### config.mk
export PLATFORM = sky130hd
export DESIGN_NAME = mont_arbiter
export DESIGN_NICKNAME = d
export VERILOG_FILES = /design/src/rtl/mont_arbiter.sv
export SDC_FILE = /design/constraint.sdc
export NUM_CORES = 1
export LEC_CHECK = 0
export CAP_MARGIN = 20
export CELL_PAD_IN_SITES_DETAIL_PLACEMENT = 0
export CELL_PAD_IN_SITES_GLOBAL_PLACEMENT = 1
export CORE_MARGIN = 10
export CORE_UTILIZATION = 34
export DETAILED_ROUTE_END_ITERATION = 8
export GPL_TIMING_DRIVEN = 1
export PLACE_DENSITY = 0.95
export SLEW_MARGIN = 20
export SYNTH_ARGS = -nofsm -noshare
export SYNTH_HDL_FRONTEND = slang
export SYNTH_SLANG_ARGS = --single-unit
### constraint.sdc
create_clock -name clk_i -period 3.5 [get_ports clk_i]
set_clock_uncertainty 0.1 [all_clocks]
set_input_delay 0.7 -clock clk_i [delete_from_list [all_inputs] [get_ports clk_i]]
set_output_delay 0.7 -clock clk_i [all_outputs]
set_load 0.005 [all_outputs]
### src/rtl/mont_arbiter.sv
// Two-port round-robin arbiter/sequencer in front of a shared montgomery core.
// Optional WAIT-state timeout enabled by defining MONT_ARB_TIMEOUT_EN.
module mont_arbiter #(
    parameter int unsigned OPW     = 4,
    parameter int unsigned RESW    = 5,
    parameter int unsigned TIMEOUT = 8
) (
    input  logic            clk_i,
    input  logic            rst_i,
    input  logic            req0_i,
    input  logic            req1_i,
    input  logic [OPW-1:0]  a0_i,
    input  logic [OPW-1:0]  b0_i,
    input  logic [OPW-1:0]  a1_i,
    input  logic [OPW-1:0]  b1_i,
    output logic            gnt0_o,
    output logic            gnt1_o,
    output logic            rvalid0_o,
    output logic            rvalid1_o,
    output logic [RESW-1:0] res0_o,
    output logic [RESW-1:0] res1_o,
    output logic            rerr_o,
    output logic            busy_o,
    output logic            core_start_o,
    output logic [OPW-1:0]  core_a_o,
    output logic [OPW-1:0]  core_b_o,
    input  logic [RESW-1:0] core_c_i,
    input  logic            core_done_i
);

    if (TIMEOUT < 1 || TIMEOUT > 255) begin : g_bad_timeout
        $error("mont_arbiter: TIMEOUT must be in 1..255");
    end
    if (RESW != OPW + 1) begin : g_bad_resw
        $error("mont_arbiter: RESW must equal OPW+1");
    end

    typedef enum logic [1:0] {StIdle, StStart, StWait} state_e;

    state_e          state_q;
    logic            owner_q;   // doubles as the last-served pointer
    logic            gnt0_q, gnt1_q;
    logic            rvalid0_q, rvalid1_q;
    logic            core_start_q;
    logic [RESW-1:0] res0_q, res1_q;
    logic [OPW-1:0]  core_a_q, core_b_q;
    logic            win1;

`ifdef MONT_ARB_TIMEOUT_EN
    logic [7:0] cnt_q;
    logic       rerr_q;
    localparam logic [7:0] CntLast = 8'(TIMEOUT - 1);
`endif

    // On a tie the requester not served last wins.
    always_comb begin
        win1 = req1_i;
        if (req0_i && req1_i) begin
            win1 = ~owner_q;
        end
    end

    always_ff @(posedge clk_i or posedge rst_i) begin
        if (rst_i) begin
            state_q      <= StIdle;
            owner_q      <= 1'b1;
            gnt0_q       <= 1'b0;
            gnt1_q       <= 1'b0;
            rvalid0_q    <= 1'b0;
            rvalid1_q    <= 1'b0;
            core_start_q <= 1'b0;
            res0_q       <= '0;
            res1_q       <= '0;
            core_a_q     <= '0;
            core_b_q     <= '0;
`ifdef MONT_ARB_TIMEOUT_EN
            cnt_q        <= '0;
            rerr_q       <= 1'b0;
`endif
        end else begin
            gnt0_q       <= 1'b0;
            gnt1_q       <= 1'b0;
            rvalid0_q    <= 1'b0;
            rvalid1_q    <= 1'b0;
            core_start_q <= 1'b0;
`ifdef MONT_ARB_TIMEOUT_EN
            rerr_q       <= 1'b0;
`endif
            unique case (state_q)
                StIdle: begin
                    if (req0_i || req1_i) begin
                        state_q      <= StStart;
                        owner_q      <= win1;
                        core_start_q <= 1'b1;
                        if (win1) begin
                            core_a_q <= a1_i;
                            core_b_q <= b1_i;
                            gnt1_q   <= 1'b1;
                        end else begin
                            core_a_q <= a0_i;
                            core_b_q <= b0_i;
                            gnt0_q   <= 1'b1;
                        end
                    end
                end
                StStart: begin
                    state_q <= StWait;
`ifdef MONT_ARB_TIMEOUT_EN
                    cnt_q   <= '0;
`endif
                end
                StWait: begin
                    if (core_done_i) begin
                        state_q <= StIdle;
                        if (owner_q) begin
                            res1_q    <= core_c_i;
                            rvalid1_q <= 1'b1;
                        end else begin
                            res0_q    <= core_c_i;
                            rvalid0_q <= 1'b1;
                        end
`ifdef MONT_ARB_TIMEOUT_EN
                    end else if (cnt_q == CntLast) begin
                        state_q <= StIdle;
                        rerr_q  <= 1'b1;
                        if (owner_q) begin
                            res1_q    <= '0;
                            rvalid1_q <= 1'b1;
                        end else begin
                            res0_q    <= '0;
                            rvalid0_q <= 1'b1;
                        end
                    end else begin
                        cnt_q <= cnt_q + 8'd1;
`endif
                    end
                end
                default: state_q <= StIdle;
            endcase
        end
    end

    assign gnt0_o       = gnt0_q;
    assign gnt1_o       = gnt1_q;
    assign rvalid0_o    = rvalid0_q;
    assign rvalid1_o    = rvalid1_q;
    assign res0_o       = res0_q;
    assign res1_o       = res1_q;
    assign core_start_o = core_start_q;
    assign core_a_o     = core_a_q;
    assign core_b_o     = core_b_q;
    assign busy_o       = (state_q != StIdle);
`ifdef MONT_ARB_TIMEOUT_EN
    assign rerr_o       = rerr_q;
`else
    assign rerr_o       = 1'b0;
`endif

endmodule

==> flow_summary.json, run 1 <==
{
  "die-area_mm2": 0.00605,
  "final_common_cell": "clkdlybuf4s50_1",
  "worstPathRequired_ns": 2.70,
  "row_count": 20,
  "diodes": 0,
  "first_pass_iters": 4,
  "fill_cells": 284,
  "min-delay-path-class": "reg2reg",
  "synth_warnings": 0,
  "cp.arrival_ns": 1.55,
  "power.internal_w": 0.000914,
  "syn2layout_area_growth_pct": 48.2,
  "clk_latency_ns": 0.30,
  "final_cell_mix": "clkdlybuf4s50_1 (49), dfrtp_1 (25), mux2_4 (16)",
  "slew_headroom_pct": 39.7,
  "top_usage_layer": "met2",
  "finalCriticalPeriod_ns": 2.35,
  "grt_overflow_total": 0,
  "via_count": 738,
  "min_to": "res0_o[0]",
  "hold_buffers": 0,
  "max_cap_viol_count": 0,
  "drcViolationCount": 0,
  "routedWlPerCell_um": 15.6,
  "grt_pass1_vias": 887,
  "p_switching_w": 0.000347,
  "viasPerCell": 4.45,
  "clockPowerShare_pct": 9.6,
  "report.final.slew_viol_count": 0,
  "setup_viol": 0,
  "grt_pass1_wl_mm": 4.28,
  "cts_buffers": 3,
  "ys_seq_area_share_pct": 57.4,
  "p_leak_nw": 0.755,
  "grt_util_met3_pct": 5.07,
  "max_freq_ghz": 0.425,
  "clockBufferDepth": 2,
  "clk_pin_slew_ns": 0.12,
  "reg2reg_setup_slack_ns": 1.67,
  "cp_cell_sequence": "nor2_1 > inv_1 > clkdlybuf4s50_1",
  "syn_inst": 72,
  "dp.cells": 162,
  "synth_cell_types": 19,
  "use_met2_pct": 13.5,
  "grt_use_total_pct": 8.66,
  "worst_pin_slew_ns": 0.904,
  "antenna_left": 0,
  "cts_tree": "yes",
  "syn-num-nets": 98,
  "coreArea_mm2": 0.00313,
  "pin_count": 51,
  "synth_seq_cells": 26,
  "routed_wl_mm": 2.60,
  "fin_tns_setup_ns": 0,
  "drive_gt1_share_pct": 22.1,
  "gp_congestion": 0.706,
  "layout.nets": 149,
  "met1_usage_pct": 9.91,
  "vdd_drop_max_mv": 0.290,
  "post-route-period-util_pct": 67.2,
  "power.share.switching_pct": 27.5,
  "end_kind": "output pin",
  "crit_slowest_cell": "clkdlybuf4s50_1",
  "timing.rr.start": "owner_q",
  "regToRegEndpoint": "core_b_o[0]",
  "antenna_found_initial": 0,
  "dpl.hpwl_mm": 2.16,
  "hp-start": "res0_o[0]",
  "clkSinkCount": 26,
  "pwr-share-seq_pct": 41.9,
  "cts_resized": 0,
  "die_h_um": 77.8,
  "cp_max_fo": 5,
  "root_buffer": "clkbuf_4",
  "status": "completed",
  "r2r_cells": 3,
  "rsz0062_at_grt": "false",
  "critical_path_class": "reg2out",
  "start_util_pct": 36.3,
  "power.density_mw_per_mm2": 749,
  "dr.first_iter.drc_count": 24,
  "pwr-share-comb_pct": 48.6,
  "startpoint_type": "flop",
  "max_stage_delay_ns": 0.46,
  "die_x_um": 77.8,
  "htree_levels": 1,
  "synth.avg_cell_area_um2": 15.8,
  "post_cts_buffers": 0,
  "fin_cells": 166,
  "io_buffers": 49,
  "grt_max_degree": 27,
  "syn_area_mm2": 0.00114,
  "hold_depth": 1,
  "hold_viol_final": 0
}
-- synthesized netlist by cell type, drive strengths merged --
master	count	area [µm²]
mux2	27	364
dfrtp	25	626
buf	4	31.3
inv	3	11.3
nor2	3	11.3
o21a	2	16.3
a21bo	1	10.0
a21oi	1	5.00
a31oi	1	6.26
and2	1	6.26
conb	1	3.75
dfstp	1	26.3
nand4b	1	8.76
nor4bb	1	10.0
-- routing by layer --
layer / vias up / part of all wire (%) / routed length (µm)
met4: 0 / 0.23 / 6
met1: 347 / 42 / 1100
met3: 2 / 13 / 341
met2: 41 / 44 / 1150
met5: - / 0 / 0
li1: 348 / - / -
-- kinds of logic after synthesis --
logic type / Yosys count / synth area share, %
AO/OA/AOI/OAI: 5 / 3.30
buffers and inverters: 7 / 3.74
flip-flops: 26 / 57.4
multiplexers: 27 / 32.0
other: 1 / 0.330
AND/OR/NAND/NOR: 6 / 3.19
-- worst max-delay path: cells and delay by family (launching register included) --
kind / cells / cell delay (ns)
DFF: 1 / 0.43
buffers and inverters: 2 / 0.57
and+or+nand+nor: 1 / 0.26
-- metrics by stage --
stage          setup WS (ns)  hold slack, ns  util [%]  total power (W)  area (µm²)
6_report                1.15           0.407      53.8          0.00126        1680
5_1_grt                 1.01           0.427      53.8          0.00135        1680
4_1_cts                 1.12           0.414      53.8          0.00128        1680
3_5_place_dp           0.961           0.385      53.0          0.00116        1660
3_3_place_gp            1.02           0.367      53.0          0.00113        1660
2_1_floorplan           1.72           0.383         -         0.000810        1140
-- worst max-delay path by stage --
stage / from / to / slack (ns)
after CTS: state_q[1] / busy_o / 1.12
final: state_q[1] / busy_o / 1.15
after detailed placement: req1_i / core_b_o[0] / 0.96
after global routing: state_q[0] / busy_o / 1.01
after global placement: req1_i / core_a_o[1] / 1.02
after floorplan: req1_i / core_a_o[0] / 1.72
-- flip-flops by register name, summed over array words and instances, names as in the netlist --
name and flops:
core_a_o 4, rvalid0_o 1, gnt1_o 1, state_q 2, core_b_o 4, res1_o 5, core_start_o 1, rvalid1_o 1
gnt0_o 1, owner_q 1, res0_o 5
-- power by group through the flow --
stage               registers, W  clock network (W)  logic [W]
global route            0.000548           0.000138   0.000664
CTS                     0.000530           0.000126   0.000628
finish                  0.000528           0.000121   0.000612
global placement        0.000525                  0   0.000608
floorplan               0.000532                  0   0.000278
detailed placement      0.000530                  0   0.000631
-- area by class of cell --
cell class / count / area [µm²] / share of cell area, %
Multi-Input combinational cell: 39 / 442 / 26.2
Inverter: 3 / 11.3 / 0.669
Sequential cell: 26 / 652 / 38.7
Tap cell: 44 / 55.1 / 3.27
Timing Repair Buffer: 50 / 498 / 29.6
Clock buffer: 4 / 26.3 / 1.56
Power figures use the tool's default switching activity.
==> inputs of run 2 (changes only) <==
- CORE_UTILIZATION: 34 -> 32
- PLACE_DENSITY: 0.95 -> 0.9
- clock period: 3.5 -> 2.2 ns (I/O delays scaled with it)
==> flow_summary.json, run 2 (same netlist as run 1, synthesis figures left out) <==
{
  "post-route-period-util_pct": 91.8,
  "grt_max_degree": 27,
  "drive_gt1_share_pct": 25.6,
  "syn2layout_area_growth_pct": 51.5,
  "setup_slack_ns": 0.181,
  "grt_use_total_pct": 7.72,
  "worstPathRequired_ns": 1.66,
  "whs_ns": 0.370,
  "die_h_um": 79.6,
  "dpl.hpwl_mm": 2.03,
  "fin_tns_setup_ns": 0,
  "status": "completed",
  "rsz0062_at_grt": "false",
  "die-area_mm2": 0.00633,
  "finalCriticalPeriod_ns": 2.02,
  "diodes": 0,
  "clockBufferDepth": 2,
  "fin_cells": 171,
  "min-delay-path-class": "in2async",
  "clk_latency_ns": 0.31,
  "cp_max_fo": 5,
  "fill_cells": 302,
  "row_count": 21,
  "setup_viol": 0,
  "cts_buffers": 3,
  "final_common_cell": "clkdlybuf4s50_1",
  "final_cell_mix": "clkdlybuf4s50_1 (49), dfrtp_1 (25), mux2_4 (16)",
  "regArea_um2": 652,
  "cts_tree": "yes",
  "hold_buffers": 0,
  "viasPerCell": 4.33,
  "stdcell_area_mm2": 0.00172,
  "coreArea_mm2": 0.00339,
  "clkSinkCount": 26,
  "first_pass_iters": 3,
  "grt_overflow_total": 0,
  "start_util_pct": 33.5,
  "antenna_left": 0,
  "max_cap_viol_count": 0,
  "io_buffers": 49,
  "root_buffer": "clkbuf_4",
  "power.density_mw_per_mm2": 1180,
  "dp.cells": 167,
  "report.final.slew_viol_count": 0,
  "max_freq_ghz": 0.495,
  "post_cts_buffers": 0,
  "routed_wl_mm": 2.43,
  "grt_pass1_wl_mm": 3.91,
  "gp_congestion": 0.703,
  "antenna_found_initial": 0,
  "post-place-ws_ns": -0.00771,
  "hold_viol_final": 0,
  "via_count": 740,
  "die_x_um": 79.6,
  "layout.nets": 152,
  "dpl-instance-area_mm2": 0.00168,
  "clk_pin_slew_ns": 0.13,
  "routedWlPerCell_um": 14.2,
  "pin_count": 51,
  "cp.arrival_ns": 1.48,
  "htree_levels": 1,
  "multi_input_area_um2": 444,
  "drcViolationCount": 0,
  "dr.first_iter.drc_count": 13,
  "end_kind": "output pin",
  "startpoint_type": "flop",
  "vdd_drop_max_mv": 0.415,
  "grt_pass1_vias": 832,
  "p_leak_nw": 0.776,
  "critical_path_class": "reg2out"
}
[run 2: changes by cell type in the layout (fill, tap and decap cells not counted), sizes merged]
cell,previous run,this run
buf,1,4
[run 2: worst max-delay path, cell delays in order (launching register included)]
cell and delay, ns:
dfrtp_1 0.44, nor2_2 0.20, inv_1 0.08, clkdlybuf4s50_1 0.45
[run 2: layout make-up]
class,count,area share (%)
inverter,3,0.654
multi-input combinational,39,25.8
tap,46,3.34
clock buffer,4,2.11
sequential,26,37.9
timing repair buffer,53,30.2
[run 2: per-stage QoR]
step / power [W] / util [%]
floorplan: 0.00129 / -
global placement: 0.00181 / 49.6
detailed placement: 0.00183 / 49.6
CTS: 0.00207 / 50.7
global route: 0.00218 / 50.8
finish: 0.00203 / 50.8
[run 2: path summary, 6_finish.rpt]
path / startpoint / end / slack [ns] / depth (start not counted)
hold / removal: rst_i / rvalid0_o / 0.37 / 3
setup / recovery: state_q[1] / busy_o / 0.18 / 3
hold reg to reg: res0_o[3] / res0_o[3] / 0.40 / 1
min in group clk_i: res0_o[3] / res0_o[3] / 0.40 / 1
setup reg to reg: owner_q / core_a_o[1] / 0.37 / 3
max in group asynchronous: rst_i / owner_q / 1.35 / 3
[run 2: what timing repair did]
action	4_1_cts	5_1_grt
gates resized for setup	0	1
hold endpoints to repair	0	0
endpoints found under the setup margin	0	1
[run 2: power breakdown]
group	internal [W]	switching, W	total [W]
clock network	0.000101	0.000129	0.000230
logic	0.000681	0.000288	0.000969
registers	0.000707	0.000127	0.000834
[run 2: per-layer routing]
| layer | vias up | wire, µm | GRT usage (%) |
|---|---|---|---|
| met5 | - | 0 | 0 |
| li1 | 351 | - | - |
| met3 | 5 | 383 | 4.39 |
| met4 | 0 | 33 | 3.23 |
| met1 | 341 | 984 | 8.92 |
| met2 | 43 | 1020 | 11.4 |
